===== config.mk =====
export PLATFORM = sky130hd
export DESIGN_NAME = cache_fill_fsm_flat
export DESIGN_NICKNAME = d
export VERILOG_FILES = /design/src/rtl/cache_pkg.sv /design/src/rtl/cache_fill_fsm_if.sv /design/src/rtl/cache_fill_counter.sv /design/src/rtl/cache_fill_fsm.sv /design/src/flat_wrapper.sv
export SDC_FILE = /design/constraint.sdc
export NUM_CORES = 1
export LEC_CHECK = 0
export ABC_CLOCK_PERIOD_IN_PS = 3700
export CAP_MARGIN = 40
export CORE_UTILIZATION = 47
export CTS_CLUSTER_SIZE = 12
export DETAILED_ROUTE_END_ITERATION = 10
export GPL_TIMING_DRIVEN = 0
export PLACE_DENSITY = 0.85
export SLEW_MARGIN = 20
export SYNTH_ARGS = -nofsm -noshare
export SYNTH_HDL_FRONTEND = slang
export SYNTH_HIERARCHICAL = 1
export SYNTH_SLANG_ARGS = --single-unit

===== constraint.sdc =====
create_clock -name clk -period 3.7 [get_ports clk]
set_clock_uncertainty 0.05 [all_clocks]
set_input_delay 0.555 -clock clk [delete_from_list [all_inputs] [get_ports clk]]
set_output_delay 0.555 -clock clk [all_outputs]
set_load 0.02 [all_outputs]

===== src/rtl/cache_pkg.sv =====
// Shared types and block geometry for the cache block-fill controller.
package cache_pkg;

   localparam int WORDS_PER_BLOCK   = 8;
   localparam int BLOCK_OFFSET_BITS = 4;
   localparam int CNT_W             = 4;
   localparam int FILL_DATA_W       = 16;

   typedef enum logic [1:0] {
      IDLE   = 2'd0,
      FILL   = 2'd1,
      TAG_WR = 2'd2
   } fill_state_e;

endpackage


===== src/rtl/cache_fill_fsm_if.sv =====
// Miss/fill bus between the cache pipeline, main memory and the fill controller.
interface cache_fill_fsm_if #(
   parameter int ADDR_WIDTH = 16
);
   import cache_pkg::*;

   logic                   miss_detected;
   logic [ADDR_WIDTH-1:0]  miss_address;
   logic                   fsm_busy;
   logic                   write_data_array;
   logic                   write_tag_array;
   logic [2:0]             word_num;
   logic [ADDR_WIDTH-1:0]  memory_address;
   logic                   memory_read_enable;
   logic                   memory_data_valid;
   logic [FILL_DATA_W-1:0] memory_data_in;
   logic [FILL_DATA_W-1:0] fill_data;

   modport master (
      input  miss_detected, miss_address, memory_data_valid, memory_data_in,
      output fsm_busy, write_data_array, write_tag_array, word_num,
             memory_address, memory_read_enable, fill_data
   );

   modport slave (
      output miss_detected, miss_address, memory_data_valid, memory_data_in,
      input  fsm_busy, write_data_array, write_tag_array, word_num,
             memory_address, memory_read_enable, fill_data
   );

endinterface


===== src/rtl/cache_fill_counter.sv =====
// Saturating 4-bit event counter with synchronous clear and a done flag.
module cache_fill_counter
   import cache_pkg::*;
#(
   parameter int DONE_AT = WORDS_PER_BLOCK
) (
   input  logic             clk,
   input  logic             rst,
   input  logic             clr_i,
   input  logic             en_i,
   output logic [CNT_W-1:0] count_o,
   output logic             done_o
);

   logic [CNT_W-1:0] count_q;
   logic [CNT_W-1:0] count_d;

   assign done_o  = (count_q == CNT_W'(DONE_AT));
   assign count_o = count_q;

   // Holding at DONE_AT keeps a stray enable from wrapping back into range.
   always_comb begin
      count_d = count_q;
      if (clr_i) begin
         count_d = '0;
      end else if (en_i && !done_o) begin
         count_d = count_q + 1'b1;
      end
   end

   always_ff @(posedge clk or negedge rst) begin
      if (!rst) begin
         count_q <= '0;
      end else begin
         count_q <= count_d;
      end
   end

endmodule


===== src/rtl/cache_fill_fsm.sv =====
// Block-fill controller: on a miss, streams one block of words from memory
// into the data array, then writes the tag/valid entry.
module cache_fill_fsm #(
   parameter int WORDS_PER_BLOCK = cache_pkg::WORDS_PER_BLOCK,
   parameter int ADDR_WIDTH      = 16
) (
   input  logic             clk,
   input  logic             rst,
   cache_fill_fsm_if.master bus
);
   import cache_pkg::*;

   localparam logic [CNT_W-1:0] LAST_WORD  = CNT_W'(WORDS_PER_BLOCK - 1);
   localparam logic [CNT_W-1:0] ALL_ISSUED = CNT_W'(WORDS_PER_BLOCK);

   fill_state_e           state_q;
   logic [ADDR_WIDTH-1:0] base_q;
   logic [ADDR_WIDTH-1:0] mem_addr_q;
   logic                  mem_rd_q;
   logic                  tag_wr_q;

   logic [CNT_W-1:0]      issue_cnt;
   logic [CNT_W-1:0]      rx_cnt;
   logic [CNT_W-1:0]      issue_nxt;
   logic                  issue_done;
   logic                  rx_done;
   logic                  in_fill;
   logic                  issue_take;
   logic                  data_take;
   logic [ADDR_WIDTH-1:0] miss_base;

   assign in_fill    = (state_q == FILL);
   assign issue_take = in_fill && mem_rd_q && !issue_done;
   assign data_take  = in_fill && bus.memory_data_valid && !rx_done;
   assign issue_nxt  = issue_cnt + 1'b1;
   assign miss_base  = {bus.miss_address[ADDR_WIDTH-1:BLOCK_OFFSET_BITS],
                        {BLOCK_OFFSET_BITS{1'b0}}};

   cache_fill_counter #(.DONE_AT(WORDS_PER_BLOCK)) u_issue_cnt (
      .clk     (clk),
      .rst     (rst),
      .clr_i   (!in_fill),
      .en_i    (issue_take),
      .count_o (issue_cnt),
      .done_o  (issue_done)
   );

   cache_fill_counter #(.DONE_AT(WORDS_PER_BLOCK)) u_rx_cnt (
      .clk     (clk),
      .rst     (rst),
      .clr_i   (!in_fill),
      .en_i    (data_take),
      .count_o (rx_cnt),
      .done_o  (rx_done)
   );

   // Request address is precomputed one cycle ahead so the read port is registered.
   always_ff @(posedge clk or negedge rst) begin
      if (!rst) begin
         state_q    <= IDLE;
         base_q     <= '0;
         mem_addr_q <= '0;
         mem_rd_q   <= 1'b0;
         tag_wr_q   <= 1'b0;
      end else begin
         case (state_q)
            IDLE: begin
               if (bus.miss_detected) begin
                  state_q    <= FILL;
                  base_q     <= miss_base;
                  mem_addr_q <= miss_base;
                  mem_rd_q   <= 1'b1;
               end
            end
            FILL: begin
               if (issue_take) begin
                  if (issue_nxt == ALL_ISSUED) begin
                     mem_rd_q   <= 1'b0;
                     mem_addr_q <= '0;
                  end else begin
                     mem_addr_q <= base_q | ADDR_WIDTH'({issue_nxt, 1'b0});
                  end
               end
               if (data_take && rx_cnt == LAST_WORD) begin
                  state_q    <= TAG_WR;
                  tag_wr_q   <= 1'b1;
                  mem_rd_q   <= 1'b0;
                  mem_addr_q <= '0;
               end
            end
            TAG_WR: begin
               state_q  <= IDLE;
               tag_wr_q <= 1'b0;
            end
            default: begin
               state_q  <= IDLE;
               tag_wr_q <= 1'b0;
               mem_rd_q <= 1'b0;
            end
         endcase
      end
   end

   assign bus.fsm_busy           = (state_q != IDLE);
   assign bus.write_data_array   = data_take;
   assign bus.write_tag_array    = tag_wr_q;
   assign bus.word_num           = rx_cnt[2:0];
   assign bus.memory_address     = mem_addr_q;
   assign bus.memory_read_enable = mem_rd_q;
   assign bus.fill_data          = bus.memory_data_in;

endmodule


===== src/flat_wrapper.sv =====
// flat-port wrapper written by rule: the top's interface ports become plain ports
module cache_fill_fsm_flat import cache_pkg::*;
#(
   parameter int WORDS_PER_BLOCK = cache_pkg::WORDS_PER_BLOCK,
   parameter int ADDR_WIDTH      = 16
)
  (clk, rst, bus_miss_detected, bus_miss_address, bus_memory_data_valid, bus_memory_data_in, bus_fsm_busy, bus_write_data_array, bus_write_tag_array, bus_word_num, bus_memory_address, bus_memory_read_enable, bus_fill_data);
  cache_fill_fsm_if #(.ADDR_WIDTH(ADDR_WIDTH)) bus_i ();
  input  logic clk;
  input  logic rst;
  input wire logic [$bits(bus_i.miss_detected)-1:0] bus_miss_detected;
  input wire logic [$bits(bus_i.miss_address)-1:0] bus_miss_address;
  input wire logic [$bits(bus_i.memory_data_valid)-1:0] bus_memory_data_valid;
  input wire logic [$bits(bus_i.memory_data_in)-1:0] bus_memory_data_in;
  output wire logic [$bits(bus_i.fsm_busy)-1:0] bus_fsm_busy;
  output wire logic [$bits(bus_i.write_data_array)-1:0] bus_write_data_array;
  output wire logic [$bits(bus_i.write_tag_array)-1:0] bus_write_tag_array;
  output wire logic [$bits(bus_i.word_num)-1:0] bus_word_num;
  output wire logic [$bits(bus_i.memory_address)-1:0] bus_memory_address;
  output wire logic [$bits(bus_i.memory_read_enable)-1:0] bus_memory_read_enable;
  output wire logic [$bits(bus_i.fill_data)-1:0] bus_fill_data;
  assign bus_i.miss_detected = bus_miss_detected;
  assign bus_i.miss_address = bus_miss_address;
  assign bus_i.memory_data_valid = bus_memory_data_valid;
  assign bus_i.memory_data_in = bus_memory_data_in;
  assign bus_fsm_busy = bus_i.fsm_busy;
  assign bus_write_data_array = bus_i.write_data_array;
  assign bus_write_tag_array = bus_i.write_tag_array;
  assign bus_word_num = bus_i.word_num;
  assign bus_memory_address = bus_i.memory_address;
  assign bus_memory_read_enable = bus_i.memory_read_enable;
  assign bus_fill_data = bus_i.fill_data;
  cache_fill_fsm #(.WORDS_PER_BLOCK(WORDS_PER_BLOCK), .ADDR_WIDTH(ADDR_WIDTH)) u_core (.clk(clk), .rst(rst), .bus(bus_i));
endmodule

==> metrics.md <==
| Metric | Value |
|---|---|
| Crit path DAT | `roughly 2.3 ns` |
| Critical path peak fanout | `6` |
| Inserted Diodes | `0` |
| Routed WL | `about 4.2 mm` |
| Leakage power | `1.296 nW` |
| Synth Register Bits | `39` |
| Sw Pwr | `0.0008418 W` |
| Register area share after synthesis | `0.4946` |
| CP peak stage delay | `0.66 ns` |
| Reg power frac | `0.365` |
| Worst Reg-to-Reg Cells | `9` |
| FF-to-FF setup slack | `1.46 ns` |
| Asr flop ratio synth | `1.000` |
| Post-synthesis cell count | `175` |
| Worst path slowest cell | `clkdlybuf4s50_1` |
| Post-DP HPWL | `3.047 mm` |
| Area delta synth->final | `34.94%` |
| Crit. End Element | `primary output` |
| Synth unique cells | `39` |
| Clock latency at the later pin of the worst-skew pair | `0.29 ns` |
| Status | `complete, no violations` |
| Via count | `1,535` |
| Worst Path Class, Setup | `reg2out` |
| Fin crit share | `0.7865` |
| Power Total | `0.002185 W` |
| Post-CTS Setup Bufs | `0` |
| Reg2reg end | `u_core/bus.memory_address[5]$_DFFE_PN0P_` |
| Final Setup Violations | `0` |
| CTS tree | `yes` |
| DR vias/cell | `5.348` |
| Crit path cell chain | `inv_1 > ha_1 > nand2_1 > nor2_1 > nand2b_2 > nor2_1 > clkdlybuf4s50_1` |
| Max cap viols | `0` |
| Syn avg cell area | `11.28 um2` |
| Post-route DRC | `0` |
| Core Area | `0.004029 mm2` |
| CP delay by family, top | `buffers and inverters` |
| Fill cells | `317` |
| TritonCTS Buffers | `5` |
| Commonest non-fill, non-tap cells in the layout | `clkdlybuf4s50_1, dfrtp_1, buf_4` |
| Ys Warns | `6` |
| Logic gate share of total power | `0.511` |
| Top routing layer in use | `met4` |
| Routed length per instance | `14.71 um` |
| Most common cell after layout, fill and taps aside | `clkdlybuf4s50_1` |
| Max Freq | `343.6 MHz` |
| RSZ-0062 raised after global routing | `no` |
| Largest net degree at the start of global routing | `33` |
| Vias in the first global route | `1,506` |
| Hold-fix buffers, CTS | `0` |
| First-pass GRT wire length | `6.610 mm` |
| Pwr dens | `820.7 mW/mm2` |
| Number of nets in the layout | `277` |
| CP required | `3.09 ns` |
| DR pass1 iterations | `4` |
| HP Class | `in2async` |
| Final Max Tran Viols | `0` |
| I/O Buffers | `53` |
| Total track usage | `0.2004` |
| Num Clock Sinks | `39` |
| Share of post-route cells with drive strength above 1 | `0.2025` |
| Mapped cell area | `0.001973 mm2` |
| Wire length on met2 | `2.190 mm` |
| Met1 WL | `about 1.8 mm` |
| Post-CTS Resized | `0` |
| IR drop worst, VDD | `436.6 uV` |
| Rel. slew slack | `0.6637` |
| Worst Max-Slew Pin Slew | `a little over 0.5 ns` |
| Worst setup SP type | `flop` |
| Tmin final | `2.910 ns` |
| Syn Nets | `216` |
| Hold WS | `0.04664 ns` |
| Clock power share | `0.124` |
| Die area | `0.004462 mm2` |
| Total number of H-tree levels | `2` |
| Worst slack, placed | `1.040 ns` |
| Initial antenna violation count | `0` |
| Die Span Y | `around 67 um` |
| Die X | `66.80 um` |
| Internal Pwr Total | `0.001343 W` |
| Crit path buffers/inverters | `2` |
| Initial Util | `0.4898` |
| RePlAce Congestion | `0.7643` |
| Cell mode on critical path | `nor2_1` |
| EDFF count, synth | `0` |
| Io pins | `75` |
| Final WS setup | `0.7898 ns` |
| Remaining global-route overflow | `0` |
| Clk slew on worst S/H paths | `0.08 ns` |
| Reg-to-Reg Start | `u_core/u_issue_cnt/count_o[0]$_DFFE_PN0P_` |
| Final hold violations | `0` |
| Switch share | `0.3852` |
| Initial DRC Count | `54` |
| Row count | `23` |
| Most used flip-flop cell after synthesis | `dfrtp_1` |
| DRT antenna net count | `0` |
| CTS max path bufs | `2` |
| Routed wl met3 | `195 um` |
| Root Driver | `clkbuf_8` |
| TNS Setup | `0 ns` |
registers in the layout, indices dropped and copies added, names as in the netlist:
register                       count
u_core/base_q                     12
u_core/bus.memory_address         15
u_core/bus.memory_read_enable      1
u_core/bus.write_tag_array         1
u_core/state_q                     2
u_core/u_issue_cnt/count_o         4
u_core/u_rx_cnt/count_o            4
layer usage:
metal	vias up	track usage
met5	-	0
met4	0	0.09043
met1	750	0.2385
met2	53	0.3434
met3	6	0.04281
li1	726	-
layout make-up:
cell class / count / area (um2) / area share
Buffer: 22 / 161.4 / 0.06062
Clock buffer: 7 / 76.32 / 0.02867
Clock inverter: 1 / 5.005 / 0.001880
Inverter: 9 / 33.78 / 0.01269
Multi-Input combinational cell: 105 / 802.0 / 0.3012
Sequential cell: 39 / 975.9 / 0.3665
Tap cell: 50 / 62.56 / 0.02350
Timing Repair Buffer: 54 / 545.5 / 0.2049
cells in the mapped netlist (2+ instances only):
| library cell | number | area, um2 |
|---|---|---|
| a21o_1 | 11 | 82.58 |
| a21o_2 | 2 | 17.52 |
| a21oi_1 | 3 | 15.01 |
| a221o_1 | 6 | 60.06 |
| a221o_2 | 6 | 67.56 |
| and3_1 | 11 | 68.82 |
| buf_4 | 17 | 127.6 |
| buf_6 | 2 | 22.52 |
| clkbuf_1 | 3 | 11.26 |
| dfrtp_1 | 39 | 975.9 |
| ha_1 | 5 | 62.56 |
| inv_1 | 9 | 33.78 |
| mux2_4 | 2 | 30.03 |
| mux2i_1 | 2 | 20.02 |
| nand2_1 | 11 | 41.29 |
| nand2b_1 | 4 | 25.02 |
| nand4_1 | 3 | 18.77 |
| nor2_1 | 12 | 45.04 |
| nor3_1 | 2 | 10.01 |
| nor3_4 | 2 | 32.53 |
| o21a_1 | 2 | 15.01 |
| o2bb2ai_1 | 2 | 17.52 |
| or3b_1 | 2 | 17.52 |
| xor2_1 | 2 | 17.52 |
worst max-delay path by stage:
stage	from	to	slack (ns)	depth (start not counted)
after floorplan	u_core/u_rx_cnt/count_o[0]$_DFFE_PN0P_	u_core/u_rx_cnt/count_o[0]$_DFFE_PN0P_	1.45	8
after global placement	bus_memory_data_valid	bus_write_data_array	1.06	4
after detailed placement	bus_memory_data_valid	bus_write_data_array	1.04	4
after CTS	u_core/u_rx_cnt/count_o[0]$_DFFE_PN0P_	bus_write_data_array	0.78	7
after global routing	u_core/u_rx_cnt/count_o[0]$_DFFE_PN0P_	bus_write_data_array	0.62	7
final	u_core/u_rx_cnt/count_o[0]$_DFFE_PN0P_	bus_write_data_array	0.79	7
power groups by stage:
stage / clock, W / combinational (W) / sequential, W
floorplan: 0 / 0.000627 / 0.000886
global placement: 0 / 0.00107 / 0.000791
detailed placement: 0 / 0.00112 / 0.000802
CTS: 0.000277 / 0.00112 / 0.000798
global route: 0.000298 / 0.00121 / 0.000825
finish: 0.000272 / 0.00112 / 0.000798
cells by family (layout without fill, tap and decap cells):
logic type      after synthesis  after routing  synth area share
simple gates                 53             53            0.1642
compound gates               39             39            0.1699
flops                        39             39            0.4946
buf+inv                      31             93           0.09892
fa+ha+maj                     5              5           0.03171
mux                           4              4           0.02537
xor+xnor                      3              3           0.01332
other cells                   1              1          0.001901
stage by stage:
step / cells / cell area, um2 / utilization
floorplan: 175 / 1973 / -
global placement: 278 / 2566 / 0.6370
detailed placement: 279 / 2581 / 0.6407
CTS: 287 / 2663 / 0.6609
global route: 287 / 2663 / 0.6609
finish: 287 / 2663 / 0.6609
(Power assumes the default switching activity.)
==> variant 1: new RTL, same flow settings <==
Re-encode `fill_state_e` (3 states) as one-hot, 3 bits wide.
--- a/src/rtl/cache_pkg.sv
+++ b/src/rtl/cache_pkg.sv
@@ -6,10 +6,10 @@
    localparam int CNT_W             = 4;
    localparam int FILL_DATA_W       = 16;
 
-   typedef enum logic [1:0] {
-      IDLE   = 2'd0,
-      FILL   = 2'd1,
-      TAG_WR = 2'd2
+   typedef enum logic [2:0] {
+      IDLE   = 3'b001,
+      FILL   = 3'b010,
+      TAG_WR = 3'b100
    } fill_state_e;
 
 endpackage
Function: same outputs for any inputs over 10 cycles, from zero or initial values and one cycle with rst low; not proved beyond that.
==> variant 1 against the original RTL <==
  * First-iteration DRC count increased by 110%
  * Area after synthesis increased by 7.9%
  * Design area increased by 7.4%
  * Power decreased by 13%
  * Worst setup slack got worse by 550 ps
  * Count of clock-buffer cells in the layout decreased by 1
  * Sequential cell count increased by 1
  * Via count increased by 4.0%
  * Wire length increased by 6.7%
  * Sequential power decreased by 13%
==> variant 1: results (changes against the original RTL) <==
| Metric | Value |
|---|---|
| Yosys cell types | 39 (unchanged) |
| Max rail drop VDD | 0.454 mV (was 0.437 mV) |
| R2r setup slk | 1060 ps (was 1460 ps) |
| Reg2reg start | u_core/state_q[2] (was u_core/u_issue_cnt/count_o[0]) |
| Critical path's largest stage delay | 700 ps (was 660 ps) |
| Worst-Skew Late Latency | 300 ps |
| ANT cells | 0 (unchanged) |
| Largest net degree at the start of global routing | 34 (was 33) |
| Clock-pin slew on the worst setup and hold paths | 70 ps |
| Final GP Congestion | 0.717 (was 0.764) |
| Drt total wl | 4.50 mm (was 4.22 mm) |
| DP Area | 2740 um^2 (was 2580 um^2) |
| Status | complete, no violations (unchanged) |
| Via count | 1596 (was 1535) |
| Hold Crit Class | in -> async (unchanged) |
| Filler cells | 338 (was 317) |
| CP max FO | 14 (was 6) |
| Post-detail-place hpwl | 3.05 mm (about the same) |
| Async SR Flop Fraction | 1.00 (unchanged) |
| Hold_ws | 57.4 ps (was 46.6 ps) |
| Upper clock frequency limit | 0.289 GHz (was 0.344 GHz) |
| Syn Nets | 219 (was 216) |
| Leak pwr | 1.22 nW (was 1.30 nW) |
| Max FFs per register | 15 (unchanged) |
| Number of flops mapped to enable cells by yosys | 0 (unchanged) |
| Yosys Warn Count | 6 (unchanged) |
| Port bufs | 53 (unchanged) |
| Register area share after synthesis | 0.471 (was 0.495) |
| Initial drt markers | 115 (was 54) |
| Syn_area_per_cell | 12.0 um^2 (was 11.3 um^2) |
| Critical Path End | bus_write_data_array (unchanged) |
| Antenna violations before repair | 0 (unchanged) |
| Cts repair resizes | 0 (unchanged) |
| RR Endpoint | u_core/u_rx_cnt/count_o[2] (was u_core/bus.memory_address[5]) |
| Vias in the first global route | 1526 (was 1506) |
| Post-CTS setup buffer count | 0 (unchanged) |
| Synth area leaders | dfrtp_1 (46%), mux2_2 (9.0%), buf_4 (6.0%) (was dfrtp_1 (49%), buf_4 (6.5%), a21o_1 (4.2%)) |
| CTS buffer count | 5 (unchanged) |
| DR pass1 iterations | 4 (unchanged) |
| First-pass GRT wire length | 7.21 mm (was 6.61 mm) |
| H-tree levels | 2 (unchanged) |
| Maximum clock insertion buffer count | 2 (unchanged) |
| Vias/cell | 5.45 (was 5.35) |
| Total Routing Usage GR | 0.191 (was 0.200) |
| Crit. Startpoint | u_core/state_q[2] (was u_core/u_rx_cnt/count_o[0]) |
| Cells on worst reg2reg path | 8 (was 9) |
| Share of cells above drive strength 1 | 0.253 (was 0.203) |
| Place WS | 529 ps (was 1040 ps) |
| CP Data Arrival Time | 2850 ps (was 2310 ps) |
| Synth top cells by count | dfrtp_1 (39), buf_4 (17), mux2_2 (17) (was dfrtp_1 (39), buf_4 (17), nor2_1 (12)) |
| Worst-Margin Slew | 546 ps (was 504 ps) |
| CTS root buf | clkbuf_8 (unchanged) |
| Placed Cells | 284 (was 279) |
| Max stage delay cell, worst path | clkdlybuf4s50_1 (unchanged) |
## variant 1: cell count changes after synthesis, moves of 3 or more
cell     unedited run  this run
a21o_1             11         0
a221o_1             6         0
a221o_2             6         0
a32o_1              0        11
and3_1             11         0
mux2_2              0        17
mux2_4              2         8
mux2i_1             2         5
nand2_1            11         8
## variant 1: power breakdown
part | internal [W] | switching, W
logic | 0.000469 | 0.000383
clock network | 0.000200 | 0.000152
registers | 0.000599 | 0.0000963
## variant 1: cells by family (layout without fill, tap and decap cells)
logic type	after synthesis	count (layout)	synth area share
XOR/XNOR	4	4	0.0165
adder cells (fa/ha/maj)	5	5	0.0294
buffers and inverters	31	94	0.0922
other	1	1	0.00176
flip-flops	40	40	0.471
multiplexers	30	30	0.170
AO/OA/AOI/OAI	28	28	0.118
AND/OR/NAND/NOR	39	39	0.102
## variant 1: cell type report
| cell class | instances | area [um^2] | share of cell area |
|---|---|---|---|
| sequential | 40 | 1000 | 0.351 |
| timing repair buffer | 55 | 557 | 0.195 |
| clock inverter | 2 | 35.0 | 0.0123 |
| inverter | 8 | 30.0 | 0.0105 |
| buffer | 23 | 166 | 0.0582 |
| multi-input combinational | 107 | 931 | 0.326 |
| tap | 52 | 65.1 | 0.0228 |
| clock buffer | 6 | 72.6 | 0.0254 |
## variant 1: metal layers
metal,track usage,wire length (um)
met5,0,0
met4,0.0816,52
met2,0.313,2200
met1,0.245,1960
met3,0.0407,288
## variant 1: critical path, delay by kind of cell (launching register included)
kind / cells / cell delay [ps]
buf+inv: 4 / 1290
flops: 1 / 420
simple gates: 2 / 840
==> variant 2: new RTL, config.mk and constraints unchanged <==
Made on the original files. Set the package constant `FILL_DATA_W` to 20 (it was 16).
--- a/src/rtl/cache_pkg.sv
+++ b/src/rtl/cache_pkg.sv
@@ -4,7 +4,7 @@
    localparam int WORDS_PER_BLOCK   = 8;
    localparam int BLOCK_OFFSET_BITS = 4;
    localparam int CNT_W             = 4;
-   localparam int FILL_DATA_W       = 16;
+   localparam int FILL_DATA_W       = 20;
 
    typedef enum logic [1:0] {
       IDLE   = 2'd0,
Ports: changed (resized bus_fill_data and bus_memory_data_in); port bits go from 75 to 83. The function was not compared with the original's and may differ.
==> variant 2 against the original RTL <==
  * Sequential cell count unchanged
  * Design area up 4.0%
  * Worst setup slack better by 16 ps
  * Power up 4.1%
  * Largest cell class unchanged
  * Area after synthesis up 1.5%
  * Synthesized cell count up 2.3%
  * Core utilization up 2.2 points
  * Wire length down 2.5%
  * Critical endpoint unchanged
==> variant 2: results (changes against the original RTL) <==
| Metric | Value |
|---|---|
| Hold_ws | 108 ps (was 46.6 ps) |
| Async SR Flop Fraction | 1.00 (unchanged) |
| DR pass1 iterations | 4 (unchanged) |
| CP Data Arrival Time | 2290 ps (was 2310 ps) |
| First-pass GRT wire length | 6.51 mm (was 6.61 mm) |
| H-tree levels | 2 (unchanged) |
| Yosys cell types | 39 (unchanged) |
| ANT cells | 0 (unchanged) |
| Fin nets | 289 (was 277) |
| Largest net degree at the start of global routing | 27 (was 33) |
| Total Routing Usage GR | 0.197 (was 0.200) |
| Top FF cell, synth | dfrtp_1 (unchanged) |
| Port bufs | 57 (was 53) |
| Antenna violations before repair | 0 (unchanged) |
| Status | complete, no violations (unchanged) |
| Full die area | 4530 um^2 (was 4460 um^2) |
| Cts repair resizes | 0 (unchanged) |
| Vias in the first global route | 1438 (was 1506) |
| Yosys Warn Count | 6 (unchanged) |
| Critical Path End | bus_write_data_array (unchanged) |
| Crit path time final | 2890 ps (was 2910 ps) |
| Relative slew slack | 0.661 (was 0.664) |
| Maximum clock insertion buffer count | 2 (unchanged) |
| Clock-pin slew on the worst setup and hold paths | 80 ps (about the same) |
| RR Endpoint | u_core/bus.memory_address[8] (was u_core/bus.memory_address[5]) |
| Max rail drop VDD | 0.464 mV (was 0.437 mV) |
| Max FFs per register | 15 (unchanged) |
| Max stage delay cell, worst path | clkdlybuf4s50_1 (unchanged) |
| Final GP Congestion | 0.807 (was 0.764) |
| Synth top cells by count | dfrtp_1 (39), buf_4 (21), nor2_1 (12) (was dfrtp_1 (39), buf_4 (17), nor2_1 (12)) |
| Register area share after synthesis | 0.487 (was 0.495) |
| Share of cells above drive strength 1 | 0.220 (was 0.203) |
| Post-detail-place hpwl | 3.09 mm (was 3.05 mm) |
| Top delay family on crit path | buffers and inverters (unchanged) |
| CP max FO | 6 (unchanged) |
| Initial drt markers | 133 (was 54) |
| Drt total wl | 4.12 mm (was 4.22 mm) |
| Cells on worst reg2reg path | 9 (unchanged) |
| Leak pwr | 1.35 nW (was 1.30 nW) |
| Worst-Skew Late Latency | 290 ps (about the same) |
| Hold Crit Class | in -> async (unchanged) |
| Syn Nets | 224 (was 216) |
| Crit. Startpoint | u_core/u_rx_cnt/count_o[0] (unchanged) |
| Reg2reg start | u_core/u_issue_cnt/count_o[0] (unchanged) |
| Place WS | 1070 ps (was 1040 ps) |
| Synth area leaders | dfrtp_1 (49%), buf_4 (7.9%), a21o_1 (4.1%) (was dfrtp_1 (49%), buf_4 (6.5%), a21o_1 (4.2%)) |
| Vias/cell | 5.19 (was 5.35) |
| R2r setup slk | 1520 ps (was 1460 ps) |
| CTS root buf | clkbuf_8 (unchanged) |
| Post-CTS setup buffer count | 0 (unchanged) |
-- variant 2: report_power, final --
| group | internal (W) | leakage [nW] | switching [W] |
|---|---|---|---|
| Combinational | 0.000588 | 0.799 | 0.000531 |
| Sequential | 0.000628 | 0.490 | 0.000164 |
| Clock | 0.000218 | 0.0612 | 0.000144 |
-- variant 2: through the flow --
stage / area (um^2) / total power, W / cells
6_report: 2770 / 0.00227 / 295
3_5_place_dp: 2650 / 0.00192 / 287
3_3_place_gp: 2640 / 0.00188 / 286
2_1_floorplan: 2000 / 0.00152 / 179
4_1_cts: 2770 / 0.00229 / 295
5_1_grt: 2770 / 0.00243 / 295
-- variant 2: area by class of cell --
type / instances / area [um^2]
fillers: 320 / 1290
inverters: 9 / 33.8
clock buffers: 6 / 82.6
flip-flops and latches: 39 / 976
repair buffers: 58 / 586
clock inverters: 2 / 35.0
plain buffers: 26 / 191
multi-input cells: 105 / 802
well taps: 50 / 62.6
-- variant 2: kinds of logic (layout without fill, tap and decap cells) --
| group | count (synthesis) | count (layout) | share of synthesized area |
|---|---|---|---|
| AO/OA/AOI/OAI | 39 | 39 | 0.167 |
| other | 1 | 1 | 0.00187 |
| XOR/XNOR | 3 | 3 | 0.0131 |
| AND/OR/NAND/NOR | 53 | 53 | 0.162 |
| adder cells (fa/ha/maj) | 5 | 5 | 0.0312 |
| flip-flops | 39 | 39 | 0.487 |
| buffers and inverters | 35 | 101 | 0.112 |
| multiplexers | 4 | 4 | 0.0250 |
-- variant 2: worst min-delay path by stage --
stage,end,startpoint,depth (start not counted)
2_1_floorplan,u_core/base_q[10],rst,0
6_report,u_core/bus.memory_address[11],rst,1
3_5_place_dp,u_core/base_q[6],u_core/base_q[6],1
5_1_grt,u_core/bus.memory_address[11],rst,1
3_3_place_gp,u_core/base_q[15],u_core/base_q[15],1
4_1_cts,u_core/bus.memory_address[11],rst,1
-- variant 2: per-layer routing --
layer / track usage / vias up / wire (um)
met1: 0.253 / 729 / 1770
met2: 0.318 / 54 / 2160
met4: 0.0771 / 0 / 0
met3: 0.0524 / 0 / 181
met5: 0 / - / 0
li1: - / 749 / -
